--- src/rtl/rf_wr_arbiter_pkg.sv ---
// Shared types for the register-file write-port arbiter.
// Holds the widths and the grant encoding.
package rf_wr_arbiter_pkg;
  localparam int REG_W = 5;
  localparam int XLEN  = 32;

  typedef enum logic [1:0] {
    GNT_NONE = 2'd0,
    GNT_PIPE = 2'd1,
    GNT_DIV  = 2'd2
  } gnt_e;
endpackage

--- src/rtl/rf_pend_scoreboard.sv ---
// Bitmap of registers waiting on a divider write.
// Also does the decode hazard lookup.
module rf_pend_scoreboard
  import rf_wr_arbiter_pkg::*;
(
  input  logic             clk,
  input  logic             rst_n,
  input  logic             set_en,
  input  logic [REG_W-1:0] set_rd,
  input  logic             clr_en,
  input  logic [REG_W-1:0] clr_rd,
  input  logic [REG_W-1:0] rs1,
  input  logic [REG_W-1:0] rs2,
  input  logic [REG_W-1:0] rd,
  output logic             hazard
);

  logic [31:0] pend;
  logic [31:0] pend_nxt;

  // Clear first so a same-register set wins; x0 never pends.
  always_comb begin
    pend_nxt = pend;
    if (clr_en) pend_nxt[clr_rd] = 1'b0;
    if (set_en) pend_nxt[set_rd] = 1'b1;
    pend_nxt[0] = 1'b0;
  end

  // Pending bitmap register.
  always_ff @(posedge clk or negedge rst_n) begin
    if (!rst_n) pend <= '0;
    else        pend <= pend_nxt;
  end

  assign hazard = pend[rs1] | pend[rs2] | pend[rd];

endmodule

--- src/rtl/rf_wr_arbiter.sv ---
// Shares the register-file write port between the
// pipeline writeback and the buffered divider result.
module rf_wr_arbiter
  import rf_wr_arbiter_pkg::*;
#(
  parameter int STARVE_MAX = 4
) (
  input  logic             clk,
  input  logic             reset,
  input  logic             pipe_valid,
  input  logic             pipe_we,
  input  logic [REG_W-1:0] pipe_rd,
  input  logic [XLEN-1:0]  pipe_wdata,
  output logic             pipe_allow_in,
  input  logic             div_valid,
  input  logic [REG_W-1:0] div_rd,
  input  logic [XLEN-1:0]  div_wdata,
  output logic             div_ready,
  input  logic             div_issue,
  input  logic [REG_W-1:0] div_issue_rd,
  input  logic [REG_W-1:0] dec_rs1,
  input  logic [REG_W-1:0] dec_rs2,
  input  logic [REG_W-1:0] dec_rd,
  output logic             dec_hazard,
  output logic [REG_W-1:0] wb_rd,
  output logic [XLEN-1:0]  wb_wdata,
  output logic             wb_we
);

  logic             buf_full;
  logic [REG_W-1:0] buf_rd;
  logic [XLEN-1:0]  buf_wdata;
  logic [3:0]       starve_cnt;
  logic             pipe_wr;
  logic             force_div;
  logic             div_xfer;
  logic             drain;
  gnt_e             gnt;

  assign pipe_wr   = pipe_valid && pipe_we && (pipe_rd != '0);
  assign force_div = buf_full && (starve_cnt == 4'(STARVE_MAX));

  // Both handshakes read low while reset is held.
  assign pipe_allow_in = reset && !force_div;
  assign div_ready     = reset && !buf_full;
  assign div_xfer      = div_valid && div_ready;

  // Fixed priority: starved divider, pipeline, divider.
  always_comb begin
    gnt = GNT_NONE;
    if (force_div)                     gnt = GNT_DIV;
    else if (pipe_wr && pipe_allow_in) gnt = GNT_PIPE;
    else if (buf_full)                 gnt = GNT_DIV;
  end

  assign drain = (gnt == GNT_DIV);

  // One-entry result buffer; load only when empty.
  always_ff @(posedge clk or negedge reset) begin
    if (!reset) begin
      buf_full  <= 1'b0;
      buf_rd    <= '0;
      buf_wdata <= '0;
    end else if (drain) begin
      buf_full  <= 1'b0;
    end else if (div_xfer) begin
      buf_full  <= 1'b1;
      buf_rd    <= div_rd;
      buf_wdata <= div_wdata;
    end
  end

  // Cycles the buffered result has lost the port.
  always_ff @(posedge clk or negedge reset) begin
    if (!reset)
      starve_cnt <= '0;
    else if (!buf_full || drain)
      starve_cnt <= '0;
    else if (starve_cnt != 4'(STARVE_MAX))
      starve_cnt <= starve_cnt + 4'd1;
  end

  // Registered write port; x0 drains never write.
  always_ff @(posedge clk or negedge reset) begin
    if (!reset) begin
      wb_we    <= 1'b0;
      wb_rd    <= '0;
      wb_wdata <= '0;
    end else begin
      unique case (gnt)
        GNT_PIPE: begin
          wb_we    <= 1'b1;
          wb_rd    <= pipe_rd;
          wb_wdata <= pipe_wdata;
        end
        GNT_DIV: begin
          wb_we    <= (buf_rd != '0);
          wb_rd    <= buf_rd;
          wb_wdata <= buf_wdata;
        end
        default: wb_we <= 1'b0;
      endcase
    end
  end

  rf_pend_scoreboard u_sb (
    .clk    (clk),
    .rst_n  (reset),
    .set_en (div_issue && (div_issue_rd != '0)),
    .set_rd (div_issue_rd),
    .clr_en (drain),
    .clr_rd (buf_rd),
    .rs1    (dec_rs1),
    .rs2    (dec_rs2),
    .rd     (dec_rd),
    .hazard (dec_hazard)
  );

endmodule

--- config.mk ---
export PLATFORM = sky130hd
export DESIGN_NAME = rf_wr_arbiter
export DESIGN_NICKNAME = d
export VERILOG_FILES = /design/src/rtl/rf_wr_arbiter_pkg.sv /design/src/rtl/rf_pend_scoreboard.sv /design/src/rtl/rf_wr_arbiter.sv
export SDC_FILE = /design/constraint.sdc
export NUM_CORES = 1
export LEC_CHECK = 0
export ABC_CLOCK_PERIOD_IN_PS = 4700
export CAP_MARGIN = 20
export CORE_MARGIN = 1
export CORE_UTILIZATION = 54
export CTS_CLUSTER_DIAMETER = 80
export CTS_CLUSTER_SIZE = 30
export DETAILED_ROUTE_END_ITERATION = 10
export PLACE_DENSITY_LB_ADDON = 0.15
export SKIP_LAST_GASP = 1
export SLEW_MARGIN = 15
export SYNTH_ARGS = -nofsm -noshare
export SYNTH_HDL_FRONTEND = slang
export SYNTH_HIERARCHICAL = 1
export SYNTH_SLANG_ARGS = --single-unit
--- constraint.sdc ---
create_clock -name clk -period 4.7 [get_ports clk]
set_input_delay 0.47 -clock clk [delete_from_list [all_inputs] [get_ports clk]]
set_output_delay 0.47 -clock clk [all_outputs]
set_load 0.03 [all_outputs]
-- Yosys cells after proc, flatten, opt, wreduce, memory -nomap -nowiden
Index checks and enable logic that the tools add are counted.
- bits of input ports: 100
- register bits after elaboration: 111
- word-level logic and storage cells: 68
- output and inout port bits: 41
- $lt $le $gt $ge: 7
- reductions and logical operators: 20
- add/subtract/negate cells: 1
- multiplexer cells: 22
- equality and inequality tests: 4
- bitwise operators: 6
- operators by type and width (kind ; count):
    $mux 32 ; 2
    $pmux 32 s2 ; 1
    $and 32x32->32 ; 1
    $not 32->32 ; 1
    $or 32x32->32 ; 1
    $lt 5x6->1 const B ; 5
    $bmux 1 s5 ; 3
    $reduce_bool 5->1 ; 3
    $demux 1 s5 ; 2
    $ge 5x1->1 const B ; 2
    $logic_and 1x1->1 ; 10
    $pmux 5 s2 ; 1
    $mux 4 ; 2
    $mux 1 ; 7
    $mux 2 ; 3
    $reduce_bool 2->1 ; 3
    $add 4x1->4 const B ; 1
    $eq 4x3->1 const B ; 1
    $ne 4x3->1 const B ; 1
    $eq 2x1->1 const B ; 1
    $eq 2x2->1 const B ; 1
    $logic_not 1->1 ; 2
    $or 1x1->1 ; 2
    $pmux 1 s2 ; 1
    3 further kinds ; 3

-- Logic depth before layout (Yosys ltp)
- depth after elaboration: 11
- mapped depth: 11
- depth with buffers taken out: 8

-- Hierarchy
The synthesis kept the hierarchy.
- by module, submodules not included (module ; area an instance (um^2) ; cells each ; times used ; seq. area each (um^2)):
    rf_wr_arbiter ; 3542.1 ; 282 ; 1 ; 2001.9
    rf_pend_scoreboard ; 2167.1 ; 215 ; 1 ; 775.7

-- Worst setup path after synthesis
Ideal clock, no wire load.
- kind: register to register
- start: register starve_cnt[0]
- end: register buf_wdata[16]
- period minus slack after synthesis: 2542 ps
- cell stages (with the launch flop): 11
- setup time: 125 ps
- required time: 4575 ps
- arrival time: 2417 ps
- slack: 2158 ps
- path through: dfrtp_1 > inv_1 > ha_1 > and3b_1 > clkbuf_1 > a211o_1 > ha_1 > and4bb_1 > buf_6 > buf_6 > mux2_4
- longest elaborated chain between the ends: 10
- ends and longest elaborated chain (element ; RTL line ; source):
    start, declared ; rf_wr_arbiter.sv:33 ; logic [3:0] starve_cnt;
    start signal, assigned ; rf_wr_arbiter.sv:80 ; starve_cnt <= starve_cnt + 4'd1;
    $eq 4x3->1 * ; rf_wr_arbiter.sv:41 ; assign force_div = buf_full && (starve_cnt == 4'(STARVE_MAX));
    $logic_and 1x1->1 * ; rf_wr_arbiter.sv:41 ;
    $logic_not 1->1 ; rf_wr_arbiter.sv:44 ; assign pipe_allow_in = reset && !force_div;
    $logic_and 1x1->1 ; rf_wr_arbiter.sv:44 ;
    $logic_and 1x1->1 ; rf_wr_arbiter.sv:52 ; else if (pipe_wr && pipe_allow_in) gnt = GNT_PIPE;
    $mux 2 ; rf_wr_arbiter.sv:52 ;
    $mux 2 * ; rf_wr_arbiter.sv:51 ; if (force_div) gnt = GNT_DIV;
    $eq 2x2->1 * ; rf_wr_arbiter.sv:56 ; assign drain = (gnt == GNT_DIV);
    named net drain ; rf_wr_arbiter.sv:37 ; logic drain;
    $not 1->1 (no line) * ; n/a ;
    $reduce_and 2->1 (no line) * ; n/a ;
    end signal, assigned ; rf_wr_arbiter.sv:69 ; buf_wdata <= div_wdata;
    end, declared ; rf_wr_arbiter.sv:32 ; logic [XLEN-1:0] buf_wdata;
The timed path passes the listed nets; every way through them passes the cells marked *.
A chain may end at the register's enable or synchronous reset.

-- Worst setup path after layout
- start: input dec_rs1[0]
- end: output dec_hazard
- longest elaborated chain between the ends: 4
- ends and longest elaborated chain (element ; RTL line ; source):
    start, declared ; rf_wr_arbiter.sv:21 ; input logic [REG_W-1:0] dec_rs1,
    $bmux 1 s5 ; rf_pend_scoreboard.sv:35 ; assign hazard = pend[rs1] | pend[rs2] | pend[rd];
    $mux 1 (implied by the code) ; rf_pend_scoreboard.sv:35 ;
    $or 1x1->1 (2 in a row) ; rf_pend_scoreboard.sv:35 ;
    end, declared ; rf_wr_arbiter.sv:24 ; output logic dec_hazard,
No other way between the ends. The select of a mux whose other input is x is not followed.

==> results.md <==
- Initial antenna violation count: 0
- Starting density of the core: 0.556
- Flop pwr share: 0.415
- Register area: 2780 um2
- Global Route met3 Usage: 0.0823
- Vias in the first global route: 4755
- Yosys Warn Count: 6
- Int Pwr: 2670 uW
- Reg clk slew, reported paths: 0.10 ns
- Post-synth top cells: 111 x dfrtp_1, 94 x o21ai_0, 50 x mux2i_1
- Num ports: between 100 and 150
- Clock Tree Root: clkbuf_8
- Critical path capture point type: output pin
- Later-pin clock latency in the skew report: 0.37 ns
- Final Util: 0.717
- Vias/cell: 5.83
- Largest cells by area after synthesis: dfrtp_1 49%, mux2i_1 8.8%, o21ai_0 8.2%, mux4_2 5.5%, mux2_4 5.3%
- Layout area overhead: 29.1%
- Slew @ Worst Pin: 0.887 ns
- Postcts setup bufs: 0
- Setup TNS: 0 ns
- Area leader, netlist: dfrtp_1
- Hold buffer count at CTS: 0
- Synthesized flop and latch total: ~110
- Data required time of the worst path: 4.23 ns
- Mapped cell area: roughly 5700 um2
- Met2 usage: 0.456
- Vias: roughly 4500
- Most used routing layer: met2
- CTS tree: built
- Core footprint: just over 10000 um2
- Gpl congestion: just under 0.9
- Worst-path cell chain: clkdlybuf4s50_1 -> mux4_2 -> inv_1 -> a2111oi_0 -> a311oi_1 -> nand4_1 -> clkdlybuf4s50_1
- WL final: roughly 14000 um
- Crit path kind: primary input to output pin
- WL per Instance: 18.6 um
- CP Data Arrival Time: 3.11 ns
- Area of the multi-input gates: 2750 um2
- Placed cell area: slightly above 7000 um2
- GR Layer Usage met1: 0.320
- Final ANT Viol Nets: 0
- Final Net Count: 732
- First-pass DRT Iterations: 7
- Antenna diode count: 0
- Die extent in x: 105 um
- Fill cells: 778
- GRT Residual Overflow: 0
- Outcome: finished clean
- Maxcap violations: 0
- Critical-path top delay cell: clkdlybuf4s50_1
- DR DRC count: 0
- Syn_area_per_cell: 11.5 um2
- Count leader, synth: dfrtp_1
- Slew Limit Headroom: 0.409
- Crit share post-route: 0.762
- First-pass GRT wire length: around 23000 um
- Synth Flop Type: dfrtp_1
- PortBufs: 140
- Total die area: 11000 um2
- NetSw: 1730 uW
- Net count after synthesis: 601
- Largest net degree at the start of global routing: 66
- H-Tree Depth: 3
- Count of pins over their slew limit: 0
- Die Ht: 105 um
- Fin area: 7370 um2
- Max rail drop VDD: 0.000314 V
- Post-synth EDFFs: 0
- Final Setup Violations: 0
- Cts bufs inserted: 9
- Clock share of power: 0.134
- FP Rows: 37
- Net Sw Frac: 0.393
- Sequential fraction of the synthesis area: 0.487
- Post-layout minimum cycle time: approximately 3.6 ns
- Post-Synthesis Cells: 497
- Synth unique cells: 47
- Crit Path Max Fanout: 10
- Worst-case clock buffer depth: 2
- Post-Layout Cell Count: just under 800
- Comb power frac: 0.451
- Post-detail-place hpwl: 10300 um
- Static leakage: 0.00301 uW
- Post-synth ARST share: 1.00
- DRT iter0 DRCs: around 250
- RSZ-0062 raised after global routing: no
- Pwr/cell area: just under 600 nW/um2
- Area fraction of the dominant cell type after synthesis: 0.487
- Critical Path Source Type: primary input
- Placed Instances: 753
- Share of cells above drive strength 1: 0.131
- Final Hold Viols: 0
- Clock sink total: ~110
- Most frequent CP cell: clkdlybuf4s50_1
- Worst min path class: primary input to asynchronous set/reset pin
- Crit-path max cell delay: ~0.8 ns
- Tot GR Track Use: 0.270
- Post-CTS sizing: 0
- Pwr Total: 4390 uW
- Top achievable clock speed: 279 MHz
- Worst Skew: 0.0128 ns
[power by group through the flow]
stage,clock (uW),combinational [uW],sequential [uW]
floorplan,0,1040,2000
global route,641,2150,1880
global placement,0,1920,1800
CTS,606,1990,1810
finish,589,1980,1820
detailed placement,0,1980,1820
[worst max-delay path, delay by kind of cell]
kind	cells	cell delay [ns]
buffers and inverters	3	1.49
and+or+nand+nor	1	0.13
AOI/OAI and AO/OA	2	0.45
muxes	1	0.57
[registers in the layout, summed over array words and instances (netlist names)]
| register | cells |
|---|---|
| buf_full | 1 |
| wb_rd | 5 |
| buf_rd | 5 |
| wb_wdata | 32 |
| buf_wdata | 32 |
| wb_we | 1 |
| u_sb/pend | 31 |
| starve_cnt | 4 |
[cell usage in the layout (no fill, tap or decap), types with 2 or more instances in the layout]
cell type | Yosys | routed
a2111oi_0 | 3 | 3
a21oi_1 | 3 | 3
a221oi_1 | 2 | 2
a311oi_1 | 2 | 2
a31oi_1 | 2 | 2
buf_4 | 4 | 7
clkbuf_8 | 0 | 11
clkdlybuf4s50_1 | 0 | 139
clkinvlp_4 | 0 | 2
dfrtp_1 | 111 | 111
ha_1 | 4 | 2
ha_2 | 0 | 2
inv_1 | 7 | 7
mux2_1 | 4 | 4
mux2_2 | 19 | 19
mux2_4 | 20 | 20
mux2i_1 | 50 | 50
mux4_2 | 14 | 14
nand2_1 | 49 | 49
nand2b_1 | 4 | 4
nand3_1 | 12 | 12
nand3b_1 | 13 | 13
nand4_1 | 2 | 2
nor2_1 | 12 | 12
nor2b_1 | 6 | 6
nor3b_1 | 2 | 2
o2111ai_1 | 2 | 2
o21ai_0 | 94 | 94
o21ai_1 | 6 | 6
or3_1 | 5 | 5
or3b_2 | 4 | 4
or4_1 | 3 | 3
[area by class of cell]
cell class	count	share of cell area
Sequential cell	111	0.377
Tap cell	136	0.0231
Inverter	7	0.00356
Clock inverter	4	0.00730
Timing Repair Buffer	146	0.196
Multi-Input combinational cell	353	0.372
Clock buffer	12	0.0210
[metal layers]
layer  wire, um  share of wire
met5          0              0
met3       1230          0.086
met2       7080           0.50
met4        348          0.024
met1       5640           0.39
[worst paths after layout]
kind	slack (ns)	endpoint	start	cells past startpoint
worst max-delay path	1.12	dec_hazard	dec_rs1[0]	7
worst min-delay path	0.23	wb_wdata[23]$_DFFE_PN0P_	reset	2
worst max register to register	1.44	buf_wdata[13]$_DFFE_PN0P_	starve_cnt[0]$_DFFE_PN0P_	8
worst min register to register	0.50	wb_wdata[11]$_DFFE_PN0P_	wb_wdata[11]$_DFFE_PN0P_	2
max in group asynchronous	3.21	buf_rd[1]$_DFFE_PN0P_	reset	3
min in group clk	0.50	wb_wdata[11]$_DFFE_PN0P_	wb_wdata[11]$_DFFE_PN0P_	2
[kinds of logic (layout without fill, tap and decap cells)]
group / Yosys count / in the layout / share of synthesized area
AO/OA/AOI/OAI: 125 / 125 / 0.123
AND/OR/NAND/NOR: 116 / 116 / 0.106
flip-flops: 111 / 111 / 0.487
multiplexers: 107 / 107 / 0.241
buffers and inverters: 33 / 169 / 0.0335
adder cells (fa/ha/maj): 4 / 4 / 0.00877
XOR/XNOR: 1 / 1 / 0.00153
[metrics by stage]
step	worst slack [ns]	hold WS, ns
after floorplan	2.16	0.174
after global placement	1.13	0.464
after detailed placement	1.04	0.479
after CTS	1.11	0.228
after global routing	0.930	0.263
final	1.12	0.229
Power figures use the tool's default switching activity.
